==> src/rtl/i2c_target_core.sv <==
// -----------------------------------------------------------------------------
// i2c_target_core
//
// I2C target (slave) protocol engine for one 7-bit address. SDA/SCL are
// sampled through 2-FF synchronizers plus a history stage. START/STOP and SCL
// edges are detected in the clk domain from those samples. The core ACKs
// address and write bytes, returns bytes on reads, and stretches SCL while no
// transmit byte is ready.
//
// Ports
//   clk        in   system clock, rising edge
//   reset      in   synchronous, active-high reset
//   sda_i      in   SDA line level (asynchronous)
//   scl_i      in   SCL line level (asynchronous)
//   sda_o      out  SDA drive, 0 = pull low, 1 = release
//   scl_o      out  SCL drive, 0 = hold low (stretch), 1 = release
//   rxdata     out  last byte written by the controller
//   rx_valid   out  pulse, rxdata updated
//   txdata     in   next byte to return on a read
//   tx_valid   in   txdata is ready
//   tx_req     out  pulse, txdata consumed
//   addressed  out  a transfer to TARGET_ADDR is active
//   rw         out  R/W bit of the current transfer (1 = read)
//   start_det  out  pulse on START or repeated START
//   stop_det   out  pulse on STOP
//   ack_fail   out  pulse when the controller NACKs a read byte
// -----------------------------------------------------------------------------
module i2c_target_core #(
   parameter logic [6:0] TARGET_ADDR = 7'h50
) (
   input  logic       clk,
   input  logic       reset,
   input  logic       sda_i,
   input  logic       scl_i,
   output logic       sda_o,
   output logic       scl_o,
   output logic [7:0] rxdata,
   output logic       rx_valid,
   input  logic [7:0] txdata,
   input  logic       tx_valid,
   output logic       tx_req,
   output logic       addressed,
   output logic       rw,
   output logic       start_det,
   output logic       stop_det,
   output logic       ack_fail
);

   typedef enum logic [3:0] {
      IDLE      = 4'd0,
      ADDR      = 4'd1,
      ADDR_ACK  = 4'd2,
      RX        = 4'd3,
      RX_ACK    = 4'd4,
      TX_LOAD   = 4'd5,
      TX        = 4'd6,
      TX_ACK    = 4'd7,
      WAIT_STOP = 4'd8
   } state_t;

   // ---------------------------------------------------------------------------
   // Input synchronizers: [0] and [1] are the 2-FF synchronizer, [2] holds the
   // previous synchronized value for edge detection.
   // ---------------------------------------------------------------------------
   logic [2:0] sda_sync_q, sda_sync_d;
   logic [2:0] scl_sync_q, scl_sync_d;
   logic [1:0] settle_q, settle_d;

   always_comb begin
      sda_sync_d = {sda_sync_q[1:0], sda_i};
      scl_sync_d = {scl_sync_q[1:0], scl_i};
      // Counts the cycles after reset release until the history stage holds a
      // real line sample; detection is suppressed until then.
      settle_d   = (settle_q == 2'd3) ? settle_q : settle_q + 2'd1;
   end

   logic sda_s, sda_h, scl_s, scl_h, det_en;
   logic scl_rise, scl_fall, start_cond, stop_cond;

   assign sda_s  = sda_sync_q[1];
   assign sda_h  = sda_sync_q[2];
   assign scl_s  = scl_sync_q[1];
   assign scl_h  = scl_sync_q[2];
   assign det_en = (settle_q == 2'd3);

   assign scl_rise   = det_en &  scl_s & ~scl_h;
   assign scl_fall   = det_en & ~scl_s &  scl_h;
   assign start_cond = det_en &  scl_s &  scl_h &  sda_h & ~sda_s;
   assign stop_cond  = det_en &  scl_s &  scl_h & ~sda_h &  sda_s;

   // ---------------------------------------------------------------------------
   // Protocol state
   // ---------------------------------------------------------------------------
   state_t     state_q,     state_d;
   logic [3:0] bit_cnt_q,   bit_cnt_d;
   logic [7:0] shift_q,     shift_d;
   logic [7:0] rxdata_q,    rxdata_d;
   logic       rw_q,        rw_d;
   logic       addressed_q, addressed_d;
   logic       sda_o_q,     sda_o_d;
   logic       rx_valid_q,  rx_valid_d;
   logic       tx_req_q,    tx_req_d;
   logic       start_det_q, start_det_d;
   logic       stop_det_q,  stop_det_d;
   logic       ack_fail_q,  ack_fail_d;

   logic [7:0] shift_in;
   logic [3:0] bit_cnt_inc;

   assign shift_in    = {shift_q[6:0], sda_s};
   assign bit_cnt_inc = bit_cnt_q + 4'd1;

   always_comb begin
      // NOTE: every signal written here gets its default first, so no path
      // through the case statement can leave one unassigned and infer a latch.
      state_d     = state_q;
      bit_cnt_d   = bit_cnt_q;
      shift_d     = shift_q;
      rxdata_d    = rxdata_q;
      rw_d        = rw_q;
      addressed_d = addressed_q;
      sda_o_d     = sda_o_q;
      rx_valid_d  = 1'b0;
      tx_req_d    = 1'b0;
      start_det_d = 1'b0;
      stop_det_d  = 1'b0;
      ack_fail_d  = 1'b0;

      if (start_cond) begin
         // START (or repeated START) abandons any partial byte.
         start_det_d = 1'b1;
         bit_cnt_d   = 4'd0;
         sda_o_d     = 1'b1;
         addressed_d = 1'b0;
         state_d     = ADDR;
      end else if (stop_cond) begin
         stop_det_d  = 1'b1;
         bit_cnt_d   = 4'd0;
         sda_o_d     = 1'b1;
         addressed_d = 1'b0;
         state_d     = IDLE;
      end else begin
         unique case (state_q)
            IDLE, WAIT_STOP: begin
               sda_o_d = 1'b1;
            end

            ADDR: begin
               if (scl_rise) begin
                  shift_d   = shift_in;
                  bit_cnt_d = bit_cnt_inc;
                  if (bit_cnt_inc == 4'd8) begin
                     bit_cnt_d = 4'd0;
                     if (shift_in[7:1] == TARGET_ADDR) begin
                        addressed_d = 1'b1;
                        rw_d        = shift_in[0];
                        state_d     = ADDR_ACK;
                     end else begin
                        state_d = WAIT_STOP;
                     end
                  end
               end
            end

            // ACK slot, sequenced by bit_cnt: 0 = wait for the falling edge
            // that ends bit 8, 1 = driving low until the 9th rising edge,
            // 2 = wait for the falling edge that ends the 9th clock.
            ADDR_ACK, RX_ACK: begin
               if (scl_fall && bit_cnt_q == 4'd0) begin
                  sda_o_d   = 1'b0;
                  bit_cnt_d = 4'd1;
               end else if (scl_rise && bit_cnt_q == 4'd1) begin
                  bit_cnt_d = 4'd2;
               end else if (scl_fall && bit_cnt_q == 4'd2) begin
                  sda_o_d   = 1'b1;
                  bit_cnt_d = 4'd0;
                  state_d   = rw_q ? TX_LOAD : RX;
               end
            end

            RX: begin
               if (scl_rise) begin
                  shift_d   = shift_in;
                  bit_cnt_d = bit_cnt_inc;
                  if (bit_cnt_inc == 4'd8) begin
                     bit_cnt_d  = 4'd0;
                     rxdata_d   = shift_in;
                     rx_valid_d = 1'b1;
                     state_d    = RX_ACK;
                  end
               end
            end

            // SCL is low here; scl_o stretches it until a byte is offered.
            TX_LOAD: begin
               if (tx_valid) begin
                  shift_d   = txdata;
                  tx_req_d  = 1'b1;
                  sda_o_d   = txdata[7];
                  bit_cnt_d = 4'd0;
                  state_d   = TX;
               end
            end

            // Bit 7 is already on the line; each falling edge presents the
            // next bit, the 8th releases SDA for the controller's ACK.
            TX: begin
               if (scl_fall) begin
                  bit_cnt_d = bit_cnt_inc;
                  if (bit_cnt_inc == 4'd8) begin
                     bit_cnt_d = 4'd0;
                     sda_o_d   = 1'b1;
                     state_d   = TX_ACK;
                  end else begin
                     shift_d = {shift_q[6:0], 1'b0};
                     sda_o_d = shift_q[6];
                  end
               end
            end

            // bit_cnt 0 = wait for the 9th rising edge, 1 = ACK seen, wait
            // for the falling edge before loading the next byte.
            TX_ACK: begin
               if (scl_rise && bit_cnt_q == 4'd0) begin
                  if (sda_s) begin
                     ack_fail_d = 1'b1;
                     state_d    = WAIT_STOP;
                  end else begin
                     bit_cnt_d = 4'd1;
                  end
               end else if (scl_fall && bit_cnt_q == 4'd1) begin
                  bit_cnt_d = 4'd0;
                  state_d   = TX_LOAD;
               end
            end

            default: begin
               sda_o_d = 1'b1;
               state_d = IDLE;
            end
         endcase
      end
   end

   // NOTE: sequential state uses non-blocking assignments only, so every flop
   // samples the _d values computed from the same pre-edge state.
   always_ff @(posedge clk) begin
      if (reset) begin
         // Synchronizers reset to the idle (released) line level so the first
         // real samples cannot look like a falling edge.
         sda_sync_q  <= 3'b111;
         scl_sync_q  <= 3'b111;
         settle_q    <= 2'd0;
         state_q     <= IDLE;
         bit_cnt_q   <= 4'd0;
         shift_q     <= 8'h00;
         rxdata_q    <= 8'h00;
         rw_q        <= 1'b0;
         addressed_q <= 1'b0;
         sda_o_q     <= 1'b1;
         rx_valid_q  <= 1'b0;
         tx_req_q    <= 1'b0;
         start_det_q <= 1'b0;
         stop_det_q  <= 1'b0;
         ack_fail_q  <= 1'b0;
      end else begin
         sda_sync_q  <= sda_sync_d;
         scl_sync_q  <= scl_sync_d;
         settle_q    <= settle_d;
         state_q     <= state_d;
         bit_cnt_q   <= bit_cnt_d;
         shift_q     <= shift_d;
         rxdata_q    <= rxdata_d;
         rw_q        <= rw_d;
         addressed_q <= addressed_d;
         sda_o_q     <= sda_o_d;
         rx_valid_q  <= rx_valid_d;
         tx_req_q    <= tx_req_d;
         start_det_q <= start_det_d;
         stop_det_q  <= stop_det_d;
         ack_fail_q  <= ack_fail_d;
      end
   end

   // Stretch is combinational on tx_valid so SCL is released in the same
   // cycle the byte becomes available.
   assign scl_o     = ~((state_q == TX_LOAD) && !tx_valid);
   assign sda_o     = sda_o_q;
   assign rxdata    = rxdata_q;
   assign rx_valid  = rx_valid_q;
   assign tx_req    = tx_req_q;
   assign addressed = addressed_q;
   assign rw        = rw_q;
   assign start_det = start_det_q;
   assign stop_det  = stop_det_q;
   assign ack_fail  = ack_fail_q;

endmodule

==> config.mk <==
export PLATFORM = sky130hd
export DESIGN_NAME = i2c_target_core
export DESIGN_NICKNAME = d
export VERILOG_FILES = /design/src/rtl/i2c_target_core.sv
export SDC_FILE = /design/constraint.sdc
export NUM_CORES = 1
export LEC_CHECK = 0
export BUFFER_PORTS_ARGS = -buffer_cell sky130_fd_sc_hd__clkbuf_2
export CAP_MARGIN = 20
export CORE_MARGIN = 2
export CORE_UTILIZATION = 57
export CTS_CLUSTER_SIZE = 20
export DETAILED_ROUTE_END_ITERATION = 10
export GPL_TIMING_DRIVEN = 1
export PLACE_DENSITY = 0.87
export REMOVE_ABC_BUFFERS = 1
export SYNTH_ARGS = -nofsm -noshare
export SYNTH_HDL_FRONTEND = slang
export SYNTH_SLANG_ARGS = --single-unit
==> constraint.sdc <==
create_clock -name clk -period 2.45 [get_ports clk]
set_input_delay 0.245 -clock clk [delete_from_list [all_inputs] [get_ports clk]]
set_output_delay 0.245 -clock clk [all_outputs]
set_load 0.02 [all_outputs]
**Yosys cells after proc, flatten, opt, wreduce, memory -nomap -nowiden**

Cells that the tools add are included.
W data, S select, Z words.

- Bits in registers: 39
- Logic and storage cells: 159
- Input bits: 13
- Output and inout port bits: 17

- Multiplexer cells: 46
- Add/sub/neg operators: 2
- Reduce and logical (&&, ||, !) cells: 28
- Bitwise logic cells: 23
- Equality and inequality tests: 44

Operators by type and width:

| cell | number |
|---|---|
| $mux W4 | 24 |
| $ne A4 B4 Y1 const B | 11 |
| $mux W7 | 4 |
| $pmux W4 S7 | 1 |
| $reduce_and A13 Y1 | 2 |
| $ne A2 B2 Y1 const B | 11 |
| $pmux W7 S3 | 1 |
| $pmux W4 S5 | 1 |
| $ne A3 B3 Y1 const B | 6 |
| $eq A4 B3 Y1 const B | 4 |
| $not A1 Y1 | 14 |
| $reduce_and A7 Y1 | 2 |
| $mux W1 | 13 |
| $eq A4 B2 Y1 const B | 3 |
| $ne A5 B5 Y1 const B | 2 |
| $reduce_and A5 Y1 | 2 |
| $reduce_or A5 Y1 | 2 |
| $and A1 B1 Y1 | 9 |
| $eq A4 B1 Y1 const B | 2 |
| $eq A4 B4 Y1 const B | 2 |
| $logic_not A4 Y1 | 2 |
| $reduce_or A2 Y1 | 4 |
| $eq A7 B7 Y1 const B | 1 |
| $logic_and A1 B1 Y1 | 6 |
| other kinds (13) | 14 |

**Depth between registers and ports, before layout**

Gate-level depths: netlist (run 1).

- Depth in word-level cells: 10
- Depth in mapped cells: 8
- Mapped depth without buffers: 7

**Worst setup path before layout (run 1)**

No wires, ideal clock.

- Path kind: register -> register
- From: reg settle_q[0]
- To: reg state_q[0]
- Period minus slack after synthesis: 2100 ps
- Library setup time: 133 ps
- Data required time: 2317 ps
- Buffers on the path: 1
- Setup slack: 350 ps
- Data arrival time: 1968 ps
- Cell stages (with the launch flop): 8
- Path through: dfxtp_1 -> ha_1 -> buf_4 -> or3b_4 -> or4_4 -> o221a_4 -> a211oi_1 -> a211oi_2

- Word-level cells in the longest chain between the ends: 8
- Elaborated cells on any way between the ends: 33
- Classes of those cells: eq/ne (14); mux (4); bitwise (9); reduce/logical (6)

RTL lines:

| what | line | source |
|---|---|---|
| from (decl) | 67 | `logic [1:0] settle_q, settle_d;` |
| from (signal assigned) | 269 | `settle_q <= settle_d;` |
| $eq A2 B2 Y1 (*) | 84 | `assign det_en = (settle_q == 2'd3);` |
| parallel branches: the longest is 7 deep, another holds $reduce_and A13 Y1 | -- |  |
| to (signal assigned) | 270 | `state_q <= state_d;` |
| to (decl) | 94 | `state_t state_q, state_d;` |

Mark *: on every way between the ends.
A chain may end at the register's enable or synchronous reset.

**Worst setup path after layout (run 1)**

- From: reg settle_q[0]
- To: reg bit_cnt_q[0]

- Word-level cells in the longest chain between the ends: 7
- Elaborated cells on any way between the ends: 26
- Classes of those cells: eq/ne (6); mux (4); bitwise (9); reduce/logical (7)

RTL lines:

| what | line | source |
|---|---|---|
| $eq A2 B2 Y1 (*) | 84 |  |
| $and A1 B1 Y1 | 86, 88, 89 |  |
| $and A1 B1 Y1 | 86 | `assign scl_rise = det_en & scl_s & ~scl_h;` |
| $logic_and A1 B1 Y1 | 172 | `end else if (scl_rise && bit_cnt_q == 4'd1) begin` |
| $mux W4 | 172 |  |
| $mux W4 | 169 | `if (scl_fall && bit_cnt_q == 4'd0) begin` |
| $pmux W4 S5 | 143 | `unique case (state_q)` |
| to (signal assigned) | 271 | `bit_cnt_q <= bit_cnt_d;` |
| to (decl) | 95 | `logic [3:0] bit_cnt_q, bit_cnt_d;` |

Mark *: on every way between the ends. The rest lies on a longest branch, timed or not.

==> results.md, run 1 <==
Critical path:
- Data arrives at the worst endpoint at around 2.5 ns.
- The largest individual stage delay along the critical path comes from the cell sky130_fd_sc_hd__nor4_1.
- The kind of end point of the critical path is a register.
- The setup path with the least slack is of type register to register.
- The required time of the worst setup path is 2.64 ns.
- The highest cell delay on the worst timing path is 0.49 ns.
- The library cell appearing most often on the critical path is sky130_fd_sc_hd__nor3_1.
- The category of cells accounting for the largest share of critical-path delay is simple AND/OR/NAND/NOR gates.
- The total buffers and inverters traversed by the critical path is 0.
- The worst setup path is launched from a register.
- Along the worst path, the maximum fanout reaches 8.
- Walking the worst path, the cells encountered are ha_1 > or3b_4 > nor4_1 > a311o_1 > nor3_1 > nor3_1.

Power:
- In this run the power density over the cells is 769 nW/um^2.
- The worst-case vdd ir drop is 0.469 mV.
- The leakage power summed over all cells is 0.913 nW.

Clock network:
- The cell sitting at the root of the clock tree is a sky130_fd_sc_hd__clkbuf_8.
- The buffers inserted during post-CTS setup optimization is 0.
- The number of clock sinks seen by CTS is 39.
- Clock latency on the worst-skew pair, taken at its later pin, is 0.29 ns.
- The buffer levels on the longest clock path is 2.
- The clock-pin slew reported for the worst setup and hold paths after clock tree synthesis is approximately 0.07 ns.
- TritonCTS built the clock tree.
- In this run the number of H-tree levels came out at 2.
- Buffers inserted during clock tree synthesis total 5.

Floorplan:
- The initialized floorplan defines 22 standard-cell rows.
- The die span in y is around 66 microns.
- The die is 65.6 microns wide.
- The die covers around 4300 sq um.
- The core area is 3660 sq um.
- For this design the top-level I/O count stands at 30.
- The starting density of the core is 59.0%.

Finish:
- The total inserted antenna cells is 0.
- The library cells used most frequently in the layout, excluding fill and tap cells, are sky130_fd_sc_hd__dfxtp_1, sky130_fd_sc_hd__clkbuf_2, sky130_fd_sc_hd__nor2_1.
- The summed area of non-filler cells in the final layout is 2470 sq um.
- Once layout is complete, the cells apart from fillers number 320.
- The library cell used most frequently in the layout, excluding fill and tap cells, is sky130_fd_sc_hd__dfxtp_1.
- The post-layout net count is 289.
- The area added between synthesis and finish is 14.3%.
- The fraction of final layout cells sized beyond drive strength 1 is 22.8%.

Place:
- After legalization and detailed placement, the total HPWL measured between 3000 and 4000 microns.
- The cell area after placement is 2340 sq um.
- The count of buffers inserted at the top-level ports is 29.
- The worst setup slack after placement is 0.162 ns.
- The cell count after placement is 312.
- Routability-driven placement finished with a final weighted congestion of 0.968.

Drt:
- Once detail routing completed, the nets flagged for antenna violations numbered 0.
- The number of search-and-repair iterations in the first detailed-routing pass is 5.
- The post-detailed-route wirelength per cell is ~17 microns.
- Wires add up to 5280 microns.
- The number of violations reported at the end of detailed-routing iteration 0 is 205.
- After detailed routing, the number of remaining DRC violations is 0.
- The via density per instance is 6.30.
- The routed layout has between 2,000 and 2,500 vias.

Timing:
- The setup-violating endpoint count in the final report is 0.
- Between clock sinks in the finished design, the worst skew comes to 0.00826 ns.
- The slew at the pin with the worst max-slew slack is 0.655 ns.
- The final count of pins violating max slew is 0.
- Counting I/O delays and the setup requirement, the final critical path takes roughly 2.3 ns.
- The worst-case headroom to the max-slew limit is 55.2%.
- Static timing analysis puts the maximum clock frequency at 436 MHz.
- Setup repair after global routing left no endpoint under its margin.
- The final period utilization is 93.6%.
- The worst path meets setup with 0.157 ns of slack.
- The final hold violation count is 0.

Synth:
- The portion of the post-synthesis area used by sequential elements is between 30% and 40%.
- Counting flops with an async set or reset pin after synthesis yields a share of 0%.
- The Yosys step of the flow raised 0 warnings.
- The post-synthesis average cell area is 8.81 sq um.
- The flip-flop and latch count after synthesis is 39.
- The main flop type after synthesis is sky130_fd_sc_hd__dfxtp_1.
- The post-synthesis cell type count is 55.
- The number of instances in the synthesized netlist is 245.
- The mapped netlist covers ~2200 sq um.
- The synthesized design contains 0 enable-type register cells.

GRT:
- The number of global-route vias before repair is approximately 1,800.
- The global-route wire length before repair is 8440 microns.
- After global routing the overflow that remains totals 0.
- Entering global routing, the biggest net connects 30 pins.
- The initial antenna violation count came to 0.
- The global-route total usage across every layer is 25.5%.

Status:
- The run finished with clean final reports.

Flow run:
- The max-capacitance violation count is 0.

Hold path:
- The class of the worst hold path is primary input to register.
-- worst register-to-register path, stage by stage, from the launching register on --
cell                      delay (ns)
sky130_fd_sc_hd__dfxtp_1        0.35
sky130_fd_sc_hd__ha_1           0.32
sky130_fd_sc_hd__or3b_4         0.44
sky130_fd_sc_hd__nor4_1         0.49
sky130_fd_sc_hd__a311o_1        0.31
sky130_fd_sc_hd__nor3_1         0.08
sky130_fd_sc_hd__nor3_1         0.21
-- state kept, by name, summed over array words and instances (netlist names), 2 cells and up --
| name | cells |
|---|---|
| shift_q | 7 |
| rxdata | 8 |
| state_q | 4 |
| sda_sync_q | 3 |
| scl_sync_q | 3 |
| bit_cnt_q | 4 |
| settle_q | 2 |
-- where the power goes --
part | leakage [nW] | switching, W | internal, W
Sequential | 0.317 | 0.000102 | 0.000678
Combinational | 0.548 | 0.000386 | 0.000282
Clock | 0.0484 | 0.000220 | 0.000231
Total | 0.913 | 0.000708 | 0.00119
-- stage by stage --
step           total power [W]  hold slack (ns)  TNS [ns]  utilization [%]
3_5_place_dp           0.00140            0.397         0             64.0
6_report               0.00190            0.142         0             67.4
5_1_grt                0.00199            0.139         0             67.4
4_1_cts                0.00185            0.140         0             66.6
3_3_place_gp           0.00138            0.391         0             64.0
2_1_floorplan          0.00124            0.310    -0.934                -
-- cell type report --
class	count	area, sq um
Clock inverter	1	8.76
Tap cell	48	60.1
Multi-Input combinational cell	184	1320
Fill cell	301	1190
Sequential cell	39	781
Inverter	6	22.5
Timing Repair Buffer	35	190
Clock buffer	7	86.3
-- cell families (layout without fill, tap and decap cells) --
| family | count (synthesis) | count (layout) | share of synthesized area, % |
|---|---|---|---|
| xor+xnor | 3 | 3 | 1.22 |
| mux | 16 | 16 | 7.42 |
| flops | 39 | 39 | 36.2 |
| compound gates | 61 | 61 | 20.2 |
| simple gates | 99 | 99 | 27.4 |
| fa+ha+maj | 5 | 5 | 2.90 |
| buf+inv | 22 | 49 | 4.69 |
-- routing by layer --
metal	up-vias	global-route usage (%)	part of all wire (%)
met3	23	5.82	7.2
li1	966	-	-
met4	0	10.9	2.9
met5	-	0	0
met1	931	33.6	43
met2	97	40.1	47
-- repair_timing --
item | in CTS | in global routing
gates resized for setup | 0 | 5
setup endpoints to repair | 0 | 12
endpoints found under the hold margin | 0 | 0
hold buffers | 0 | 0
-- cell usage after synthesis, types with 2 or more instances --
master / instances / area share [%]
sky130_fd_sc_hd__buf_2: 9 / 2.1
sky130_fd_sc_hd__a211oi_1: 3 / 1.0
sky130_fd_sc_hd__a21oi_1: 17 / 3.9
sky130_fd_sc_hd__mux2i_1: 16 / 7.4
sky130_fd_sc_hd__o211ai_1: 3 / 1.0
sky130_fd_sc_hd__nor3b_1: 3 / 1.0
sky130_fd_sc_hd__nor4bb_1: 3 / 1.4
sky130_fd_sc_hd__dfxtp_1: 39 / 36
sky130_fd_sc_hd__a22oi_1: 2 / 0.70
sky130_fd_sc_hd__nand4_1: 2 / 0.58
sky130_fd_sc_hd__or3_1: 2 / 0.58
sky130_fd_sc_hd__nand3_1: 5 / 1.2
sky130_fd_sc_hd__a311oi_1: 8 / 3.2
sky130_fd_sc_hd__a21o_1: 5 / 1.7
sky130_fd_sc_hd__xnor2_1: 2 / 0.81
sky130_fd_sc_hd__nor2_1: 26 / 4.5
sky130_fd_sc_hd__buf_4: 2 / 0.70
sky130_fd_sc_hd__nand2_1: 6 / 1.0
sky130_fd_sc_hd__nand4bb_1: 2 / 1.0
sky130_fd_sc_hd__o21ai_0: 7 / 1.6
sky130_fd_sc_hd__o221ai_1: 2 / 0.81
sky130_fd_sc_hd__or4_1: 2 / 0.70
sky130_fd_sc_hd__nor3_1: 13 / 3.0
sky130_fd_sc_hd__nor2b_1: 3 / 0.87
sky130_fd_sc_hd__or2_2: 8 / 2.3
sky130_fd_sc_hd__ha_1: 5 / 2.9
sky130_fd_sc_hd__clkbuf_1: 5 / 0.87
sky130_fd_sc_hd__o22ai_1: 2 / 0.58
sky130_fd_sc_hd__and3b_1: 4 / 1.6
sky130_fd_sc_hd__nand2b_1: 3 / 0.87
sky130_fd_sc_hd__nand3b_1: 4 / 1.4
sky130_fd_sc_hd__inv_1: 6 / 1.0
sky130_fd_sc_hd__nor4_1: 4 / 1.2
-- worst paths after layout --
kind                          endpoint  slack [ns]  depth (start not counted)                     start
min reg2reg   scl_sync_q[1]$_SDFF_PP1_        0.41                          1  scl_sync_q[0]$_SDFF_PP1_
max          bit_cnt_q[0]$_SDFFE_PP0P_        0.16                          6  settle_q[0]$_SDFFE_PP0P_
max reg2reg  bit_cnt_q[0]$_SDFFE_PP0P_        0.16                          6  settle_q[0]$_SDFFE_PP0P_
min           sda_sync_q[0]$_SDFF_PP1_        0.14                          2                     sda_i
(Power assumes the default switching activity.)
==> run 2: changes to the inputs <==
--- a/config.mk
+++ b/config.mk
@@ -12,7 +12,7 @@
 export CTS_CLUSTER_SIZE = 20
 export DETAILED_ROUTE_END_ITERATION = 10
 export GPL_TIMING_DRIVEN = 1
-export PLACE_DENSITY = 0.87
+export PLACE_DENSITY_LB_ADDON = 0.2
 export REMOVE_ABC_BUFFERS = 1
 export SYNTH_ARGS = -nofsm -noshare
 export SYNTH_HDL_FRONTEND = slang
==> run 2 against run 1 <==
Critical path depth unchanged. Routed wire length is 0.21% lower. Global-route usage is 0.12 points higher. Final area increased by 0.30%. Count of clock-buffer cells in the layout did not move. Flip-flop and latch count stayed put. Critical path type unchanged. Critical endpoint is now state_q[3]$_SDFFE_PP0P_. Largest cell class unchanged. Highest routed layer unchanged.
==> results.md, run 2 (synthesized netlist as in run 1, its figures left out) <==
Floorplan:
- The die extent in x was 65.6 microns (unchanged).
- The core area is 3660 sq um (unchanged).
- The starting density of the core is 59.0% (unchanged).
- The site row count is 22 (unchanged).
- The die span in y is 65.6 microns (unchanged).
- The top-level port count is 30 (unchanged).
- The die footprint came to 4300 sq um (unchanged).

Drt:
- The post-route DRC violation count is 0 (unchanged).
- The routed wire length came to 5270 microns (-0.21%).
- The remaining number of nets flagged by the antenna check after routing came to 0 (unchanged).
- The via density per instance is 6.33 (+0.43%).
- The total vias in the final route was 2,032 (+0.74%).
- The post-detailed-route wirelength per cell is 16.4 microns (-0.52%).
- The number of violations reported at the end of detailed-routing iteration 0 is 232 (+13%).
- The number of search-and-repair iterations in the first detailed-routing pass is 5 (unchanged).

Power:
- The worst-case vdd ir drop was 0.543 mV (+16%).
- The leakage power summed over all cells was 0.920 nW (+0.74%).
- The areal power density over the cells is 790 nW/um^2 (+2.7%).

Finish:
- The fraction of final layout cells sized beyond drive strength 1 came to 23.4% (+0.65 points).
- The total inserted antenna cells came to 0 (unchanged).
- The leading cell type in the layout, fill and taps excluded is sky130_fd_sc_hd__dfxtp_1.
- The post-layout net count is 290 (+0.35%).
- The footprint of the flip-flops and latches is 781 sq um (unchanged).
- The post-layout utilization of the core is 67.6% (+0.21 points).
- Relative to the synthesized area, the layout overhead comes to 14.6%.
- The multi-input logic area came to 1310 sq um (-0.66%).
- The final non-filler cell total is 321 (+0.31%).
- The number of filler cells placed in the layout came to 311 (+3.3%).
- The flip-flop count of the largest register after layout is 8 (unchanged).
- In the layout the commonest cells are sky130_fd_sc_hd__dfxtp_1, sky130_fd_sc_hd__clkbuf_2, sky130_fd_sc_hd__nor2_1.

Place:
- The count of buffers inserted at the top-level ports is 29 (unchanged).
- The half-perimeter wire length after detailed placement was 3640 microns (-1.8%).
- The final weighted congestion in routability-driven placement is 0.969 (about the same).
- The cell count after placement is 313 (+0.32%).

Clock network:
- The buffers inserted during post-CTS setup optimization is 0 (unchanged).
- The H-tree depth reported by CTS is 2 (unchanged).
- The clock latency on the worst-skew pair was 0.29 ns (about the same).
- The number of hold buffers added after cts was 0 (unchanged).
- The buffer levels on the longest clock path is 2 (unchanged).
- The CTS tree is yes.
- The clock tree root buffer cell is sky130_fd_sc_hd__clkbuf_8.
- The number of buffers created by CTS came to 5 (unchanged).
- The clock-pin slew reported for the worst setup and hold paths after clock tree synthesis was 0.08 ns (about the same).
- The number of clock sinks seen by CTS is 39 (unchanged).

Critical path:
- The required time of the worst setup path came to 2.65 ns (about the same).
- The data arrival at the endpoint of the critical path was 2.48 ns (about the same).
- The cell type of the slowest stage on the worst timing path is sky130_fd_sc_hd__dfxtp_1.
- The maximum fanout along the worst path is 9 (+1).
- The cell family contributing the most delay on the critical path is compound AO/OA/AOI/OAI gates.
- The critical path in this run is classified as register to register.
- Traced cell by cell, the critical path runs through ha_1 > nor4bb_1 > a22oi_1 > a211oi_2 > a21oi_1 > nor3_1.
- The kind of end point of the critical path is a register.
- The total buffers and inverters traversed by the critical path came to 0 (unchanged).
- The highest cell delay on the worst timing path is 0.51 ns (+0.02 ns).
- The kind of start point of the critical path is a register.

Timing:
- The shortest clock period the worst path allows after layout is 2.28 ns (-0.0152 ns).
- The final hold violation count is 0 (unchanged).
- The final count of pins violating max slew was 0 (unchanged).
- The final worst hold slack is 0.138 ns (-0.00388 ns).
- Setup repair after global routing left no endpoint under its margin.
- The maximum frequency from static timing analysis was 439 MHz (+0.67%).
- The clock skew is 0.00802 ns (-0.000242 ns).
- The slew at the pin with the worst max-slew slack is 0.603 ns (-0.0518 ns).
- The worst-case headroom to the max-slew limit is 59.6% (+4.3 points).
- The final period utilization is 93.0% (-0.62 points).
- The setup-violating endpoint count in the final report is 0 (unchanged).

Status:
- The flow ran to the end, and the final reports show no timing, DRC or antenna violations.

Hold path:
- The path class of the tightest hold or removal check is primary input to register.

GRT:
- The global-route wire length before repair is 8510 microns (+0.90%).
- The number of global-route vias before repair is 1,794 (+0.28%).
- The pin count of the biggest net entering global routing was 30 (unchanged).
- The initial antenna violation count came to 0 (unchanged).
- The total overflow reported by the global router came to 0 (unchanged).
- The global-route total usage across every layer is 25.6% (+0.12 points).

Flow run:
- The max-capacitance violation count was 0 (unchanged).
## run 2: layout make-up
class                   instances  area share (%)
well taps                      48            2.43
inverters                       6           0.910
multi-input cells             184            52.9
clock inverters                 1           0.303
repair buffers                 36            7.99
clock buffers                   7            3.89
flip-flops and latches         39            31.5
## run 2: what timing repair did
action / in CTS / in global routing
setup endpoints to repair: 0 / 15
resized for setup: 0 / 4
endpoints found under the hold margin: 0 / 0
## run 2: worst paths after layout
kind / slack [ns] / start / endpoint / cells past startpoint
worst max register to register: 0.17 / bit_cnt_q[0]$_SDFFE_PP0P_ / state_q[3]$_SDFFE_PP0P_ / 6
worst min register to register: 0.42 / scl_sync_q[0]$_SDFF_PP1_ / scl_sync_q[1]$_SDFF_PP1_ / 1
worst max-delay path: 0.17 / bit_cnt_q[0]$_SDFFE_PP0P_ / state_q[3]$_SDFFE_PP0P_ / 6
worst min-delay path: 0.14 / scl_i / scl_sync_q[0]$_SDFF_PP1_ / 2
## run 2: power by group
part	leakage [nW]	total, W	internal [W]	switching (W)
clock network	0.0505	0.000486	0.000256	0.000230
registers	0.317	0.000765	0.000678	0.0000873
logic	0.553	0.000704	0.000294	0.000410
## run 2: layer usage
layer  global-route usage [%]  routed length, microns  vias to the layer above
li1                         -                       -                      975
met1                     34.8                    2310                      924
met2                     39.9                    2440                      117
met3                     4.97                     417                       16
met4                     10.2                     111                        0
met5                        0                       0                        -
## run 2: through the flow
step | TNS (ns) | instance area (sq um) | total power (W) | worst slack, ns
floorplan | -0.934 | 2080 | 0.00124 | -0.0922
global placement | 0 | 2350 | 0.00141 | 0.148
detailed placement | 0 | 2350 | 0.00142 | 0.0893
CTS | 0 | 2450 | 0.00191 | 0.0511
global route | 0 | 2470 | 0.00206 | 0.0323
finish | 0 | 2470 | 0.00196 | 0.172
==> run 3: changes to the inputs <==
--- a/config.mk
+++ b/config.mk
@@ -13,7 +13,6 @@
 export DETAILED_ROUTE_END_ITERATION = 10
 export GPL_TIMING_DRIVEN = 1
 export PLACE_DENSITY_LB_ADDON = 0.2
-export REMOVE_ABC_BUFFERS = 1
 export SYNTH_ARGS = -nofsm -noshare
 export SYNTH_HDL_FRONTEND = slang
 export SYNTH_SLANG_ARGS = --single-unit
==> run 3 against run 2 <==
Flip-flop and latch count unchanged. Critical endpoint is now state_q[0]$_SDFFE_PP0P_. Register-to-register slack better by 0.05 ns. Die area unchanged. Worst hold slack worse by 0.0065 ns. Maximum frequency is 2.2% higher. Clock power shrank 12%.
==> results.md, run 3 (synthesized netlist as in run 1, its figures left out) <==
GRT:
- The initial antenna violation count is 0 (unchanged).
- The total overflow reported by the global router is 0 (unchanged).
- The global-route wire length before repair is 8490 microns (-0.32%).
- The pin count of the biggest net entering global routing was 19 (-37%).
- The number of global-route vias before repair is 1,789 (-0.28%).
- The global-route total usage across every layer came to 25.8% (+0.15 points).

Timing:
- The total negative slack for setup checks is 0 ns (unchanged).
- The least setup slack across all paths after layout was 0.222 ns (+0.0496 ns).
- Setup repair after global routing left no endpoint under its margin.
- The setup-violating endpoint count in the final report was 0 (unchanged).
- The maximum frequency from static timing analysis is 449 MHz (+2.2%).
- The final hold violation count is 0 (unchanged).
- The worst-case headroom to the max-slew limit was 63.7% (+4.1 points).
- The final count of pins violating max slew came to 0 (unchanged).
- The shortest clock period the worst path allows after layout is 2.23 ns (-0.0496 ns).
- The final period utilization is 91.0% (-2.0 points).
- The clock skew is 0.0113 ns (+0.00324 ns).
- The slew at the pin with the worst max-slew slack was 0.544 ns (-0.0586 ns).

Critical path:
- The startpoint of the lowest-slack register-to-register path is settle_q[0]$_SDFFE_PP0P_.
- The required time of the worst setup path came to 2.63 ns (-0.02 ns).
- The cell type of the slowest stage on the worst timing path is sky130_fd_sc_hd__or4_4.
- Broken down by cell family, the worst path's largest delay share belongs to simple AND/OR/NAND/NOR gates.
- The register-to-register setup slack came to 0.22 ns (+0.05 ns).
- The total buffers and inverters traversed by the critical path is 0 (unchanged).
- The kind of end point of the critical path is a register.
- STA classifies the critical path startpoint as a register.
- The maximum fanout along the worst path is 8 (-1).
- The setup path with the least slack is of type register to register.
- The number of cells on the worst reg-to-reg path came to 6 (unchanged).
- The critical path goes through ha_1 > or3b_4 > or4_4 > o221a_4 > a211oi_1 > a211oi_2.
- The endpoint of the most critical register-to-register path is state_q[0]$_SDFFE_PP0P_.
- The data arrival at the endpoint of the critical path came to 2.41 ns (-0.07 ns).
- The highest cell delay on the worst timing path was 0.53 ns (+0.02 ns).

Floorplan:
- The die extent in x is 65.6 microns (unchanged).
- The starting density of the core was 59.0% (unchanged).
- The site row count came to 22 (unchanged).
- The die span in y is 65.6 microns (unchanged).
- The die footprint is 4300 sq um (unchanged).
- The core area is 3660 sq um (unchanged).
- The top-level port count is 30 (unchanged).

Finish:
- The fraction of final layout cells sized beyond drive strength 1 was 23.0% (-0.45 points).
- The library cells used most frequently in the layout, excluding fill and tap cells, are sky130_fd_sc_hd__dfxtp_1, sky130_fd_sc_hd__clkbuf_2, sky130_fd_sc_hd__nor2_1.
- Leaving out fill and tap cells, the most frequent cell in the layout is sky130_fd_sc_hd__dfxtp_1.
- The final non-filler cell total was 322 (+0.31%).
- The flip-flop count of the largest register after layout is 8 (unchanged).
- The total inserted antenna cells came to 0 (unchanged).
- From synthesis to final layout, the design area changed by 13.8%.
- The post-layout net count was 291 (+0.34%).

Clock network:
- The buffer levels on the longest clock path is 2 (unchanged).
- The clock-pin slew reported for the worst setup and hold paths after clock tree synthesis is 0.08 ns (about the same).
- TritonCTS built the clock tree.
- The buffers inserted during post-CTS setup optimization is 0 (unchanged).
- The number of buffers created by CTS is 5 (unchanged).
- The clock latency on the worst-skew pair came to 0.30 ns (about the same).
- The H-tree depth reported by CTS is 2 (unchanged).
- The number of clock sinks seen by CTS is 39 (unchanged).
- The number of instances resized during post-cts repair is 0 (unchanged).
- The number of hold buffers added after cts was 0 (unchanged).
- Clock tree synthesis selected as its root buffer the cell sky130_fd_sc_hd__clkbuf_8.

Drt:
- The number of search-and-repair iterations in the first detailed-routing pass is 7 (+2).
- The post-detailed-route wirelength per cell is 15.5 microns (-5.3%).
- The via density per instance is 6.19 (-2.2%).
- The number of violations reported at the end of detailed-routing iteration 0 is 220 (-5.2%).
- The routed wire length is 5000 microns (-5.0%).
- The total vias in the final route is 1,993 (-1.9%).
- The remaining number of nets flagged by the antenna check after routing is 0 (unchanged).
- The post-route DRC violation count is 0 (unchanged).

Place:
- The half-perimeter wire length after detailed placement is 3680 microns (+1.2%).
- The worst setup slack after placement is 0.185 ns (+0.0955 ns).
- The cell count after placement is 314 (+0.32%).
- The final weighted congestion in routability-driven placement came to 0.915 (-5.6%).
- The count of buffers inserted at the top-level ports came to 29 (unchanged).

Synth:
- The net count of the mapped netlist is 263.

Power:
- The worst-case vdd ir drop is 0.333 mV (-39%).
- The leakage power summed over all cells is 0.911 nW (-0.93%).
- The areal power density over the cells is 758 nW/um^2 (-4.0%).

Hold path:
- The startpoint identified for the worst hold timing path is sda_i.
- The cell depth of the worst hold path came to 2 (unchanged).
- For hold timing, the worst endpoint is sda_sync_q[0]$_SDFF_PP1_.
- The min-delay analysis places its worst path in the category primary input to register.

Status:
- The flow ran to the end, and the final reports show no timing, DRC or antenna violations.

Flow run:
- The max-capacitance violation count was 0 (unchanged).
## run 3: cell types whose count changed in the layout (fill, tap and decap cells not counted)
cell | previous run | this run
sky130_fd_sc_hd__clkbuf_8 | 7 | 5
sky130_fd_sc_hd__buf_4 | 7 | 8
sky130_fd_sc_hd__clkbuf_1 | 0 | 1
sky130_fd_sc_hd__clkinv_2 | 0 | 1
sky130_fd_sc_hd__o2bb2ai_1 | 0 | 1
sky130_fd_sc_hd__o2bb2ai_2 | 1 | 0
## run 3: layer usage
| layer | routed length, microns | global-route usage, % |
|---|---|---|
| met4 | 170 | 11.7 |
| met3 | 398 | 5.82 |
| met1 | 2240 | 35.0 |
| met5 | 0 | 0 |
| met2 | 2190 | 38.8 |
## run 3: metrics by stage
stage          util [%]  total power (W)  instance area [sq um]  hold WS, ns
2_1_floorplan         -          0.00126                   2160        0.349
3_3_place_gp       64.4          0.00141                   2360        0.391
3_5_place_dp       64.4          0.00142                   2360        0.396
4_1_cts            66.7          0.00184                   2440        0.124
5_1_grt            67.1          0.00197                   2460        0.131
6_report           67.1          0.00186                   2460        0.131
## run 3: final cells by class
class | count | area (sq um)
multi-input cells | 184 | 1300
fillers | 318 | 1200
flip-flops and latches | 39 | 781
repair buffers | 37 | 205
clock buffers | 6 | 72.6
well taps | 48 | 60.1
inverters | 6 | 22.5
clock inverters | 2 | 12.5
## run 3: worst reg2reg max path, stage by stage (launching register included)
cell and delay, ns:
sky130_fd_sc_hd__dfxtp_1 0.35, sky130_fd_sc_hd__ha_1 0.31, sky130_fd_sc_hd__or3b_4 0.43, sky130_fd_sc_hd__or4_4 0.53, sky130_fd_sc_hd__o221a_4 0.15, sky130_fd_sc_hd__a211oi_1 0.28
sky130_fd_sc_hd__a211oi_2 0.07
## run 3: where the power goes
part | internal (W) | switching (W) | total (W) | leakage [nW]
clock | 0.000199 | 0.000231 | 0.000430 | 0.0412
sequential | 0.000678 | 0.0000962 | 0.000774 | 0.317
combinational | 0.000293 | 0.000366 | 0.000659 | 0.553
total | 0.00117 | 0.000693 | 0.00186 | 0.911
## run 3: worst max path at each step
stage,start,to,slack [ns],cells after the start
2_1_floorplan,settle_q[0]$_SDFFE_PP0P_,state_q[0]$_SDFFE_PP0P_,0.35,7
3_3_place_gp,settle_q[0]$_SDFFE_PP0P_,bit_cnt_q[0]$_SDFFE_PP0P_,0.19,6
3_5_place_dp,settle_q[0]$_SDFFE_PP0P_,bit_cnt_q[0]$_SDFFE_PP0P_,0.18,6
4_1_cts,settle_q[0]$_SDFFE_PP0P_,state_q[0]$_SDFFE_PP0P_,0.17,6
5_1_grt,settle_q[0]$_SDFFE_PP0P_,state_q[0]$_SDFFE_PP0P_,0.07,6
6_report,settle_q[0]$_SDFFE_PP0P_,state_q[0]$_SDFFE_PP0P_,0.22,6
